[src/rtl/fifo_wr_arbiter.sv]
// Round-robin arbiter sharing one FIFO write port among n_req producers.
// Multi-beat packets hold the grant until their last beat; a watchdog breaks stalled locks.
module fifo_wr_arbiter #(
  parameter int d_width      = 8,
  parameter int n_req        = 4,
  parameter int lock_timeout = 16
) (
  input  logic                       clk,
  input  logic                       rst,
  input  logic [n_req-1:0]           req,
  input  logic [n_req-1:0]           req_last,
  input  logic [n_req*d_width-1:0]   req_data,
  output logic [n_req-1:0]           ack,
  input  logic                       fifo_full,
  output logic                       fifo_w_en,
  output logic [d_width-1:0]         fifo_w_data,
  output logic [$clog2(n_req)-1:0]   owner,
  output logic                       locked,
  output logic                       abort
);

  localparam int PW = $clog2(n_req);
  localparam int TW = $clog2(lock_timeout + 1);
  localparam logic [TW-1:0] TIMER_LAST = TW'(lock_timeout - 1);

  typedef enum logic {IDLE, LOCK} state_t;

  state_t          state_q, state_d;
  logic [PW-1:0]   rr_ptr_q, rr_ptr_d;
  logic [PW-1:0]   owner_q, owner_d;
  logic [TW-1:0]   timer_q, timer_d;
  logic            abort_q, abort_d;

  logic [PW-1:0]   cand;
  logic            cand_vld;
  logic            accept;

  function automatic logic [PW-1:0] rr_next(input logic [PW-1:0] idx);
    if (int'(idx) == n_req - 1) rr_next = '0;
    else                        rr_next = idx + PW'(1);
  endfunction

  // Candidate selection: owner while locked, else first requester at/after rr_ptr
  always_comb begin
    int j;
    j        = 0;
    cand     = owner_q;
    cand_vld = 1'b0;
    if (state_q == LOCK) begin
      cand_vld = req[owner_q];
    end else begin
      for (int k = n_req - 1; k >= 0; k--) begin
        j = (int'(rr_ptr_q) + k) % n_req;
        if (req[j]) begin
          cand     = PW'(j);
          cand_vld = 1'b1;
        end
      end
    end
  end

  // Outputs are forced low while reset is held, independent of req
  assign accept = cand_vld & ~fifo_full & ~rst;

  always_comb begin
    ack         = '0;
    fifo_w_en   = 1'b0;
    fifo_w_data = '0;
    if (accept) begin
      ack[cand]   = 1'b1;
      fifo_w_en   = 1'b1;
      fifo_w_data = req_data[int'(cand)*d_width +: d_width];
    end
  end

  always_comb begin
    state_d  = state_q;
    rr_ptr_d = rr_ptr_q;
    owner_d  = owner_q;
    timer_d  = timer_q;
    abort_d  = 1'b0;
    case (state_q)
      IDLE: begin
        if (accept) begin
          if (req_last[cand]) begin
            rr_ptr_d = rr_next(cand);
          end else begin
            state_d = LOCK;
            owner_d = cand;
            timer_d = '0;
          end
        end
      end
      LOCK: begin
        if (accept) begin
          if (req_last[owner_q]) begin
            state_d  = IDLE;
            rr_ptr_d = rr_next(owner_q);
            owner_d  = '0;
            timer_d  = '0;
          end else begin
            timer_d = '0;
          end
        end else if (!req[owner_q]) begin
          // Only a silent owner counts toward the timeout; backpressure does not
          if (timer_q == TIMER_LAST) begin
            state_d  = IDLE;
            rr_ptr_d = rr_next(owner_q);
            owner_d  = '0;
            timer_d  = '0;
            abort_d  = 1'b1;
          end else begin
            timer_d = timer_q + TW'(1);
          end
        end
      end
      default: state_d = IDLE;
    endcase
  end

  always_ff @(posedge clk or posedge rst) begin
    if (rst) begin
      state_q  <= IDLE;
      rr_ptr_q <= '0;
      owner_q  <= '0;
      timer_q  <= '0;
      abort_q  <= 1'b0;
    end else begin
      state_q  <= state_d;
      rr_ptr_q <= rr_ptr_d;
      owner_q  <= owner_d;
      timer_q  <= timer_d;
      abort_q  <= abort_d;
    end
  end

  assign owner  = owner_q;
  assign locked = (state_q == LOCK);
  assign abort  = abort_q;

endmodule

[config.mk]
export PLATFORM = sky130hd
export DESIGN_NAME = fifo_wr_arbiter
export DESIGN_NICKNAME = d
export VERILOG_FILES = /design/src/rtl/fifo_wr_arbiter.sv
export SDC_FILE = /design/constraint.sdc
export NUM_CORES = 1
export LEC_CHECK = 0
export BUFFER_PORTS_ARGS = -buffer_cell sky130_fd_sc_hd__buf_2
export CORE_ASPECT_RATIO = 1.1
export CORE_MARGIN = 10
export CORE_UTILIZATION = 45
export DETAILED_ROUTE_END_ITERATION = 8
export GPL_TIMING_DRIVEN = 1
export PLACE_DENSITY = 0.77
export SYNTH_ARGS = -nofsm -noshare
export SYNTH_HDL_FRONTEND = slang
export SYNTH_SLANG_ARGS = --single-unit
[constraint.sdc]
create_clock -name clk -period 3.7 [get_ports clk]
set_input_delay 0.37 -clock clk [delete_from_list [all_inputs] [get_ports clk]]
set_output_delay 0.37 -clock clk [all_outputs]
set_load 0.1 [all_outputs]
-- Yosys cells after proc, flatten, opt, wreduce, memory -nomap -nowiden
Index checks and enable logic that the tools add are counted.
- register bits: 11
- bits of input ports: 43
- bitwise logic cells: 8
- shift-type cells: 1
- mux-type cells: 65
- equality and inequality tests: 9
- $add $sub $neg: 6
- reductions and logical operators: 7
- magnitude comparators: 7
- operators by type and width (kind ; count):
    2-bit 2-to-1 mux ; 19
    32-bit by 6-bit indexed part select with 8-bit output ; 1
    1-bit 2-to-1 mux ; 27
    5-bit 2-to-1 mux ; 5
    1-bit binary-select mux with 2-bit select ; 7
    3-bit by 4-bit < comparator with 1-bit output (second input constant) ; 3
    5-bit one-hot mux with 2 select lines ; 1
    5-bit AND reduction ; 2
    2-bit by 3-bit < comparator with 1-bit output (second input constant) ; 3
    8-bit 2-to-1 mux ; 1
    2-bit one-hot mux with 2 select lines ; 2
    2-bit by 1-bit adder with 2-bit output (second input constant) ; 3
    2-bit inequality test (second input constant) ; 3
    2-bit OR reduction ; 3
    5-bit by 1-bit adder with 5-bit output (second input constant) ; 1
    5-bit by 4-bit equality test with 1-bit output (second input constant) ; 1
    2-bit adder (second input constant) ; 2
    2-bit by 1-bit equality test with 1-bit output (second input constant) ; 2
    4-bit 2-to-1 mux ; 1
    1-bit bitwise AND (first input constant) ; 3
    3-bit by 1-bit inequality test with 1-bit output (second input constant) ; 1
    3-bit by 2-bit inequality test with 1-bit output (second input constant) ; 1
    3-bit inequality test (second input constant) ; 1
    1-bit NOT ; 3
    other kinds (6) ; 7

-- Longest topological paths before layout
- depth after elaboration: 16
- gate-level depth with buffers: 10
- depth with buffers taken out: 8

-- Least setup slack after synthesis
OpenSTA, ideal clock, no wires.
- path type: flip-flop to output port
- start: register owner_q[1], in the netlist owner[1]
- end: output port fifo_w_data[0]
- path slack: -0.557 ns
- data required time: 3.330 ns
- data arrival time: 3.887 ns
- stages on the path, launching flop included: 5
- cell sequence: dfrtp_1 > mux4_2 > nor2b_1 > nor2_1 > and2_1
- cells in the longest elaborated chain, start to end: 7
- elaborated cells on any way between the ends: 12
- classes of those cells: 1 x shift; 9 x mux; 2 x bitwise
- ends and longest elaborated chain (element ; line ; source):
    start, declared ; 30 ; logic [PW-1:0] owner_q, owner_d;
    start signal, assigned ; 131 ; owner_q <= owner_d;
    2-bit 2-to-1 mux (4 in a row) ; 54 ; if (req[j]) begin
    2-bit 2-to-1 mux ; 49 ; if (state_q == LOCK) begin
    32-bit by 6-bit indexed part select with 8-bit output ; 72 ; fifo_w_data = req_data[int'(cand)*d_width +: d_width];
    8-bit 2-to-1 mux * ; 69 ; if (accept) begin
    end, declared ; 16 ; output logic [d_width-1:0] fifo_w_data,
Every way passes the cells marked *; elsewhere a longest branch is shown, timed or not. The select of a mux whose other input is x is not followed.

-- Worst setup path after layout
- start: register rr_ptr_q[1]
- end: output port fifo_w_data[4]
- cells in the longest elaborated chain, start to end: 12
- elaborated cells on any way between the ends: 28
- classes of those cells: 3 x add/sub; 1 x shift; 22 x mux; 2 x bitwise
- ends and longest elaborated chain (element ; line ; source):
    start, declared ; 29 ; logic [PW-1:0] rr_ptr_q, rr_ptr_d;
    start signal, assigned ; 130 ; rr_ptr_q <= rr_ptr_d;
    parallel branches: the longest is 11 deep, another holds 2-bit adder ; -- ;
    8-bit 2-to-1 mux * ; 69 ;
Mark *: on every way between the ends. The select of a mux whose other input is x is not followed.

==> results.cfg <==
[routing]
drtAntennaViolNets = 0
vias = 1318
viasPerCell = 5.66
dr.first_iter.drc_count = 65
drc_errors = 0
avgRoutedWirePerCell_um = 17.0
wirelength_mm = 3.96
first_pass_iters = 5

[yosys]
synth_nets = 192
seq_area_frac_synth_pct = 20.5
synth_top_family_by_area = multiplexers
syn_inst = 143
synth_cell_types = 44
ys_ff_latch = 11
syn_area_per_cell_um2 = 9.40
synth.top_cell.area_share_pct = 20.5
synth.area.top_cells = dfrtp_1, mux4_2, ha_1, and2_1, o21ai_0
yosysWarnings = 0
synth_commonest_cells = nand2_1, dfrtp_1, mux4_2
synth_area_leader_cell = dfrtp_1
yosys.area_share.simple_pct = 22.3
synthFlopType = dfrtp_1
yosys.area_share.adder_pct = 5.59
synth_compound_area_share_pct = 23.0
synthXorXnorAreaFrac_pct = 0
async_reset_ff_share_pct = 100
netlist_area_um2 = 1340
muxShareOfSynthArea_pct = 23.4
synth.most_common_cell = nand2_1
synth-edff-count = 0

[clock_tree]
clock_latency_ns = 0.27
root_buffer = clkbuf_4
clk_pin_slew_worst_paths_ns = 0.07
cts_tree = done
htreeDepth = 1
clk_path_buf_depth = 2
cts_setup_buffers = 0
post_cts_resized = 0
cts.sinks = 11
cts_made_buffers = 3
ctsHoldBuffers = 0

[global_route]
met3_usage_pct = 2.83
grt_pass1_wl_mm = 6.64
busiest_layer = met2
grt_pass1_vias = 1341
track_usage_pct = 14.3
grt.overflow.total = 0
gr-usage-met1_pct = 17.1
globalRouteMet2Util_pct = 25.2
grt_antenna_before_repair = 0
grt_max_degree = 20

[setup_path]
r2r_slack_ns = 0.62
crit_start = rr_ptr_q[1]
crit_path_end_kind = output pin
reg2reg_to = owner[0]
endpoint = fifo_w_data[4]
reg2regPathDepth = 8
rr_startpoint = rr_ptr_q[1]
crit_arrival_ns = 3.13
start_kind = flop
cp_max_fo = 15
worst-setup-path-type = reg2out
cp.required_ns = 3.33

[finish]
antennaDiodeCount = 0
design_area_um2 = 1680
area_delta_synth_final_pct = 24.9
final_nets = 250
fillers = 270
multi_input_area_um2 = 1010
seqCellArea_um2 = 275
drive_gt1_share_pct = 42.0
fin_util_pct = 59.3

[hold_path]
hp-class = in2async

[place]
dp_hpwl_mm = 3.30
numPortBuffers = 59
placed_cell_area_um2 = 1650
gp_routability_congestion = 0.838

[sta]
slew_headroom_pct = 47.1
fmax_ghz = 0.285
fin_crit_ns = 3.50
worst_pin_slew_ns = 0.789
slew_viol_final = 0
finalCritPeriodShare_pct = 94.7
rsz0062_at_grt = false
fin_setup_tns_ns = 0
finalSetupViolations = 0
hold_violations = 0
clock-skew-final_ns = 0.00539

[floorplan]
start_util_pct = 47.5
core_area_um2 = 2830
placementRows = 20
die_area_um2 = 5570
die_w_um = 72.1
die_height_um = 77.3
ios = 60

[flow_run]
drv_cap = 0

[power]
power-per-cell-area_nw_per_um2 = 867
ir_worst_vdd_v = 0.000650
cellLeakagePower_uw = 0.000818

[status]
status = completed
-- area by class of cell --
class | count | area share, %
clock buffers | 4 | 1.57
inverters | 7 | 1.57
multi-input cells | 118 | 60.0
flip-flops and latches | 11 | 16.4
well taps | 33 | 2.46
repair buffers | 60 | 18.0
-- worst min path at each step --
stage / startpoint / endpoint / slack [ns] / cells past startpoint
6_report: rst / owner[1] / 0.10 / 2
3_3_place_gp: rst / timer_q[3] / 0.39 / 2
4_1_cts: rst / owner[1] / 0.10 / 2
3_5_place_dp: rst / timer_q[3] / 0.40 / 2
5_1_grt: rst / owner[1] / 0.13 / 2
2_1_floorplan: rst / abort / 0.22 / 1
-- critical path, cell delays in order (launching register included) --
cell	delay, ns
dfrtp_1	0.54
mux4_2	0.60
inv_1	0.08
a31oi_1	0.10
a21boi_2	0.65
mux4_2	0.35
and2_1	0.12
buf_2	0.42
-- placed cells by master, fill, tap and decap left out, types with 6 or more instances in the layout --
cell | synthesis | final
buf_2 | 1 | 59
nand2_1 | 13 | 13
mux4_2 | 11 | 11
dfrtp_1 | 11 | 11
o21ai_0 | 10 | 10
and2_1 | 9 | 9
nor2b_1 | 7 | 7
inv_1 | 7 | 7
nor2_1 | 8 | 7
nand2b_1 | 6 | 6
ha_1 | 6 | 6
-- sequential cells by signal (all words and copies together), names as in the netlist --
signal / flops
abort: 1
owner: 2
timer_q: 5
rr_ptr_q: 2
locked: 1
-- per-stage QoR --
stage               std cells  setup slack (ns)  total power (uW)  hold slack, ns
finish                    233             0.196              1450           0.101
global route              233            0.0157              1560           0.131
CTS                       233             0.182              1460           0.102
detailed placement        229             0.506              1370           0.398
global placement          229             0.613              1350           0.395
floorplan                 143             0.342              1200           0.222
-- where the power goes --
part | switching (uW) | internal (uW)
combinational | 696 | 401
sequential | 112 | 163
clock | 40.2 | 41.7
total | 848 | 606
-- layer usage --
layer / vias to the layer above / share of wire (%)
li1: 645 / -
met1: 638 / 42
met2: 31 / 54
met3: 4 / 3.4
met4: 0 / 0.83
met5: - / 0
-- logic make-up (layout without fill, tap and decap cells) --
kind of cell | count (synthesis) | in the layout
fa+ha+maj | 6 | 6
flops | 11 | 11
compound gates | 38 | 38
simple gates | 57 | 57
buf+inv | 14 | 71
mux | 17 | 17
No activity file was read; power rests on OpenSTA's default activity.
